===== src/rtl/uart_rx_frontend.sv =====
// UART receive front end: 2-flop synchroniser, 8N1/8E1 deserialiser, escape decoder and FWFT FIFO.
// Define UART_RX_PARITY_EN to receive 8E1 frames (adds a parity state and parity check).
module uart_rx_frontend #(
  parameter int unsigned CLKS_PER_BIT = 434,
  parameter int unsigned FIFO_DEPTH   = 8,
  parameter logic [7:0]  HEADER       = 8'h01
) (
  input  logic       CLK_I,
  input  logic       RST_NI,
  input  logic       RX_I,
  input  logic       READ_I,
  output logic [7:0] DATA_REC_O,
  output logic       CMD_REC_O,
  output logic       RX_EMPTY_O,
  output logic       FRAME_ERR_O,
  output logic       OVERRUN_O
);

  localparam int unsigned CntW  = $clog2(CLKS_PER_BIT);
  localparam int unsigned AddrW = $clog2(FIFO_DEPTH);
  localparam logic [CntW-1:0]  HalfLoad = CntW'(CLKS_PER_BIT / 2 - 1);
  localparam logic [CntW-1:0]  BitLoad  = CntW'(CLKS_PER_BIT - 1);
  localparam logic [AddrW:0]   FullCnt  = (AddrW + 1)'(FIFO_DEPTH);

  typedef enum logic [2:0] {
    StIdle,
    StStart,
    StData,
`ifdef UART_RX_PARITY_EN
    StParity,
`endif
    StStop,
    StBreak
  } state_e;

  state_e state_q, state_d;

  logic            rx_meta_q, rx_sync_q, rx_prev_q;
  logic [CntW-1:0] cnt_q;
  logic [2:0]      bit_idx_q;
  logic [7:0]      shift_q, byte_q;
  logic            byte_vld_q, frame_err_q, overrun_q, esc_q, esc_d;
  logic            tick, start_edge, stop_ok;
  logic            load_half, load_bit, shift_en, stop_en;
  logic            push, pop, full, wr_en, overrun_d;
  logic [8:0]      push_entry, head;
  logic [AddrW-1:0] wptr_q, rptr_q;
  logic [AddrW:0]   count_q;
  logic [8:0]       mem_q [FIFO_DEPTH];

  // Synchroniser and previous-sample flop for falling-edge detection; idle line is high.
  always_ff @(posedge CLK_I or negedge RST_NI) begin
    if (!RST_NI) begin
      rx_meta_q <= 1'b1;
      rx_sync_q <= 1'b1;
      rx_prev_q <= 1'b1;
    end else begin
      rx_meta_q <= RX_I;
      rx_sync_q <= rx_meta_q;
      rx_prev_q <= rx_sync_q;
    end
  end

  assign tick       = (cnt_q == '0);
  assign start_edge = rx_prev_q & ~rx_sync_q;

  always_ff @(posedge CLK_I or negedge RST_NI) begin
    if (!RST_NI) state_q <= StIdle;
    else         state_q <= state_d;
  end

  always_comb begin
    state_d = state_q;
    unique case (state_q)
      StIdle:  if (start_edge) state_d = StStart;
      StStart: if (tick) state_d = rx_sync_q ? StIdle : StData;
`ifdef UART_RX_PARITY_EN
      StData:   if (tick && bit_idx_q == 3'd7) state_d = StParity;
      StParity: if (tick) state_d = StStop;
`else
      StData:  if (tick && bit_idx_q == 3'd7) state_d = StStop;
`endif
      StStop:  if (tick) state_d = rx_sync_q ? StIdle : StBreak;
      StBreak: if (rx_sync_q) state_d = StIdle;
      default: state_d = StIdle;
    endcase
  end

  always_comb begin
    load_half = 1'b0;
    load_bit  = 1'b0;
    shift_en  = 1'b0;
    stop_en   = 1'b0;
    unique case (state_q)
      StIdle:  load_half = start_edge;
      StStart: load_bit  = tick & ~rx_sync_q;
      StData: begin
        shift_en = tick;
        load_bit = tick;
      end
`ifdef UART_RX_PARITY_EN
      StParity: load_bit = tick;
`endif
      StStop:  stop_en = tick;
      default: ;
    endcase
  end

`ifdef UART_RX_PARITY_EN
  logic par_bad_q;

  // Even parity: data bits plus parity bit must XOR to zero.
  always_ff @(posedge CLK_I or negedge RST_NI) begin
    if (!RST_NI)                                   par_bad_q <= 1'b0;
    else if (state_q == StParity && tick)          par_bad_q <= ^{shift_q, rx_sync_q};
  end

  assign stop_ok = rx_sync_q & ~par_bad_q;
`else
  assign stop_ok = rx_sync_q;
`endif

  always_ff @(posedge CLK_I or negedge RST_NI) begin
    if (!RST_NI) begin
      cnt_q       <= '0;
      bit_idx_q   <= '0;
      shift_q     <= '0;
      byte_q      <= '0;
      byte_vld_q  <= 1'b0;
      frame_err_q <= 1'b0;
    end else begin
      if (load_half)      cnt_q <= HalfLoad;
      else if (load_bit)  cnt_q <= BitLoad;
      else if (!tick)     cnt_q <= cnt_q - CntW'(1);
      if (load_half)      bit_idx_q <= '0;
      else if (shift_en)  bit_idx_q <= bit_idx_q + 3'd1;
      if (shift_en)       shift_q <= {rx_sync_q, shift_q[7:1]};
      if (stop_en)        byte_q <= shift_q;
      byte_vld_q  <= stop_en & stop_ok;
      frame_err_q <= stop_en & ~stop_ok;
    end
  end

  // Escape decoder: a HEADER byte marks the next byte as a command; HEADER,HEADER is literal 8'h01.
  always_comb begin
    esc_d      = esc_q;
    push       = 1'b0;
    push_entry = '0;
    if (frame_err_q) begin
      esc_d = 1'b0;
    end else if (byte_vld_q) begin
      if (!esc_q && byte_q == HEADER) begin
        esc_d = 1'b1;
      end else if (esc_q) begin
        esc_d      = 1'b0;
        push       = 1'b1;
        push_entry = (byte_q == HEADER) ? {1'b0, 8'h01} : {1'b1, byte_q};
      end else begin
        push       = 1'b1;
        push_entry = {1'b0, byte_q};
      end
    end
  end

  assign pop       = READ_I & (count_q != '0);
  assign full      = (count_q == FullCnt);
  assign wr_en     = push & (~full | pop);
  assign overrun_d = push & full & ~pop;

  always_ff @(posedge CLK_I or negedge RST_NI) begin
    if (!RST_NI) begin
      esc_q     <= 1'b0;
      overrun_q <= 1'b0;
      wptr_q    <= '0;
      rptr_q    <= '0;
      count_q   <= '0;
    end else begin
      esc_q     <= esc_d;
      overrun_q <= overrun_d;
      if (wr_en) wptr_q <= wptr_q + AddrW'(1);
      if (pop)   rptr_q <= rptr_q + AddrW'(1);
      if (wr_en && !pop)      count_q <= count_q + (AddrW + 1)'(1);
      else if (!wr_en && pop) count_q <= count_q - (AddrW + 1)'(1);
    end
  end

  always_ff @(posedge CLK_I) begin
    if (wr_en) mem_q[wptr_q] <= push_entry;
  end

  assign head        = mem_q[rptr_q];
  assign RX_EMPTY_O  = (count_q == '0);
  assign DATA_REC_O  = RX_EMPTY_O ? 8'h00 : head[7:0];
  assign CMD_REC_O   = ~RX_EMPTY_O & head[8];
  assign FRAME_ERR_O = frame_err_q;
  assign OVERRUN_O   = overrun_q;

endmodule

===== config.mk =====
export PLATFORM = sky130hd
export DESIGN_NAME = uart_rx_frontend
export DESIGN_NICKNAME = d
export VERILOG_FILES = /design/src/rtl/uart_rx_frontend.sv
export SDC_FILE = /design/constraint.sdc
export NUM_CORES = 1
export LEC_CHECK = 0
export CORE_MARGIN = 1.5
export CORE_UTILIZATION = 45
export DETAILED_ROUTE_END_ITERATION = 12
export PLACE_DENSITY = 0.72
export SLEW_MARGIN = 5
export SYNTH_ARGS = -nofsm -noshare
export SYNTH_HDL_FRONTEND = slang
export SYNTH_SLANG_ARGS = --single-unit

===== constraint.sdc =====
create_clock -name CLK_I -period 3.04 [get_ports CLK_I]
set_input_delay 0.304 -clock CLK_I [delete_from_list [all_inputs] [get_ports CLK_I]]
set_output_delay 0.304 -clock CLK_I [all_outputs]
set_load 0.05 [all_outputs]

==> results.toml <==
[status]
status = "finished, final reports clean"

[finish]
drive_above_1_share = 0.3073
insertedDiodeCount = 0
area_growth_pct = 18.64
fin_nets = 372

[synthesis]
synth_top_area_frac = 0.4228
yosys_warnings = 0
synth-seq-area-share = 0.6584
synth_cell_type_count = 51
syn_area_sq_um = 5114
post-synth-top-area-cell = "edfxtp_1"
syn-instance-count = 322
ys_ff_latch = 120
synth.net_count = 336
synth_area_per_cell_sq_um = 15.88
synth.area.top_cells = "edfxtp_1 (42%), dfrtp_1 (22%), mux4_2 (7.9%)"

[sta]
maxSlewViolCount = 0
worst_pin_slew_ps = 1049
skew_ps = 27.73
period_minus_slack_ps = 2796
post-route-period-util = 0.9197
fmax_mhz = 357.7
grt_setup_unrepaired = "false"
relSlewSlack = 0.3004
finalSetupTns_ps = 0
hold_violations = 0
setup_viol = 0

[global_route]
grt_pass1_wl_microns = 15190
antenna_found_initial = 0
grt_overflow = 0
track_usage = 0.1769
grt_max_degree = 49
grt_pass1_vias = 2862

[detailed_routing]
met3_length_microns = 328
avgRoutedWirePerCell_microns = 18.29
met2_wirelength_microns = 4903
drt_first_pass_iters = 4
initialDrtViolationCount = 162
wirelength_met1_microns = 4082
viasPerCell = 5.458
wl_microns = 9345
ant_nets = 0
drc = 0
highest_layer = "met4"
vias = 2789

[flow_run]
max_cap_violations = 0

[critical_path]
endpoint_kind = "flip-flop"
critical_path_class = "reg2reg"
critPathRequiredTime_ps = 3320
startpoint_type = "flip-flop"
crit_path_max_fanout = 5
crit_arrival_ps = 3070
rr_worst_depth = 10

[power_and_ir_drop]
clkPwrFrac = 0.347
cellLeakagePower_nw = 2.343
pwr-share-comb = 0.257
p_seq_frac = 0.396
power_mw = 5.296
switching_share = 0.3348
switchingPower_mw = 1.773
ir_drop_v = 0.0006880
pwr_density_cell_nw_per_um2 = 872.9
intPower_mw = 3.523

[clock_network]
cts_max_level = 4
cts_tree = "yes"
post-cts-setup-buffers = 0
cts-buffers-inserted = 17
postCtsHoldBufs = 0
cts-root-buf = "clkbuf_16"
path_clk_slew_ps = 60
insertion_delay_ps = 420
numClockSinks = 120
max-clock-path-buffers = 2
cts.repair.resized = 0

[die]
die_area_sq_um = 12010
core_area_sq_um = 10980
dieHeight_microns = 109.6
die_x_microns = 109.6
rows = 38
initial_core_util = 0.4656
ioPinCount = 16

[min_path]
hold_class = "in2async"

[placement]
dp_hpwl_microns = 5935
portBuffers = 15
gp_congestion = 0.7715
## state kept, by name, summed over array words and instances, names as in the netlist
register     flops
rptr_q           3
mem_q           72
FRAME_ERR_O      1
wptr_q           3
byte_vld_q       1
rx_prev_q        1
esc_q            1
rx_sync_q        1
shift_q          8
OVERRUN_O        1
cnt_q            9
byte_q           8
bit_idx_q        3
rx_meta_q        1
state_q          3
count_q          4
## layer usage
metal	up-vias	GRT usage
met5	-	0
met4	0	0.05844
met3	2	0.04801
met2	60	0.3021
met1	1400	0.2175
li1	1327	-
## kinds of logic (layout without fill, tap and decap cells)
logic type,count (synthesis),in the layout,synth area share
compound gates,32,32,0.04037
xor+xnor,10,10,0.01713
fa+ha+maj,10,10,0.02594
buf+inv,19,68,0.01542
flops,120,120,0.6584
mux,48,48,0.1426
simple gates,83,83,0.1001
## Yosys cell counts (all sizes together)
cell type and n:
nand2 9, a22oi 1, and3 3, nor2b 1, a21o 1, edfxtp 72, nand2b 4, o21ai 9
or3b 3, dfrtp 45, inv 6, mux4 18, o21a 1, nor3b 1, a2bb2oi 1, and3b 1
and2 7, clkbuf 7, a211oi 3, mux2i 11, dfstp 3, a211o 1, xnor2 9, or4 2
ha 9, or4b 2, buf 6, nor4b 4, nand4b 2, nand3 4, nor2 19, o41ai 1
and4 1, o31ai 1, o211ai 2, a2111oi 2, nor4 6, nand4 1, a21oi 8, nor3 10
xor2 1, fa 1, nand3b 3, o2111ai 1, mux2 19
## final cells by class
cell class	count	area (sq um)
Clock buffer	17	425.4
Inverter	6	22.52
Multi-Input combinational cell	183	1712
Timing Repair Buffer	30	235.2
Tap cell	140	175.2
Clock inverter	15	130.1
Sequential cell	120	3367
Fill cell	851	4916
## power by group through the flow
stage / registers (mW) / logic, mW / clock network, mW
4_1_cts: 2.10 / 1.38 / 1.88
3_5_place_dp: 2.13 / 1.37 / 0
6_report: 2.10 / 1.36 / 1.84
5_1_grt: 2.13 / 1.50 / 1.96
2_1_floorplan: 1.97 / 1.15 / 0
3_3_place_gp: 2.12 / 1.33 / 0
## placed cells by master (no fill, tap or decap), types with 3 or more instances in the layout
master	Yosys	routed
and2_1	7	7
nor4_2	0	4
mux2i_1	11	11
nand3b_1	3	3
mux2_2	19	19
a21oi_1	8	8
inv_6	0	7
o21ai_0	9	9
edfxtp_1	72	72
mux4_2	18	18
or3b_2	3	3
clkinv_4	0	3
nand3_1	4	4
clkbuf_16	0	17
buf_4	0	24
ha_1	9	9
dfstp_2	3	3
dfrtp_1	45	45
nor2_1	18	18
a211oi_1	3	3
clkdlybuf4s50_1	0	5
xnor2_1	9	9
nand2b_1	4	4
nor4b_2	1	4
nand2_1	9	9
inv_1	6	6
nor3_1	10	10
## final timing paths
check	startpoint	end	slack, ps
max	byte_q[4]	count_q[3]	240
min	RST_NI	cnt_q[8]	80
max reg2reg	byte_q[4]	count_q[3]	240
min reg2reg	rx_meta_q	rx_sync_q	360
max in group asynchronous	RST_NI	byte_q[6]	2300
min in group CLK_I	RX_I	rx_meta_q	310
## worst max-delay path: stages, from the launching register on
cell and delay, ps:
dfrtp_1 400, nor4_2 350, nand2_1 160, o211ai_1 240
inv_1 70, ha_1 240, inv_1 160, ha_1 270
a21o_1 190, a2111oi_0 440, o31ai_1 150
## metrics by stage
step	area (sq um)	setup slack [ps]	hold slack, ps	util	instances
6_report	6067	244.2	83.03	0.5524	511
3_3_place_gp	5499	369.9	346.7	0.5007	479
2_1_floorplan	5114	334.7	8.409	-	322
3_5_place_dp	5499	220.4	347.9	0.5007	479
4_1_cts	6055	152.3	122.8	0.5513	511
5_1_grt	6067	66.93	182.6	0.5524	511
Note: power is estimated with default switching activity, not from simulation.
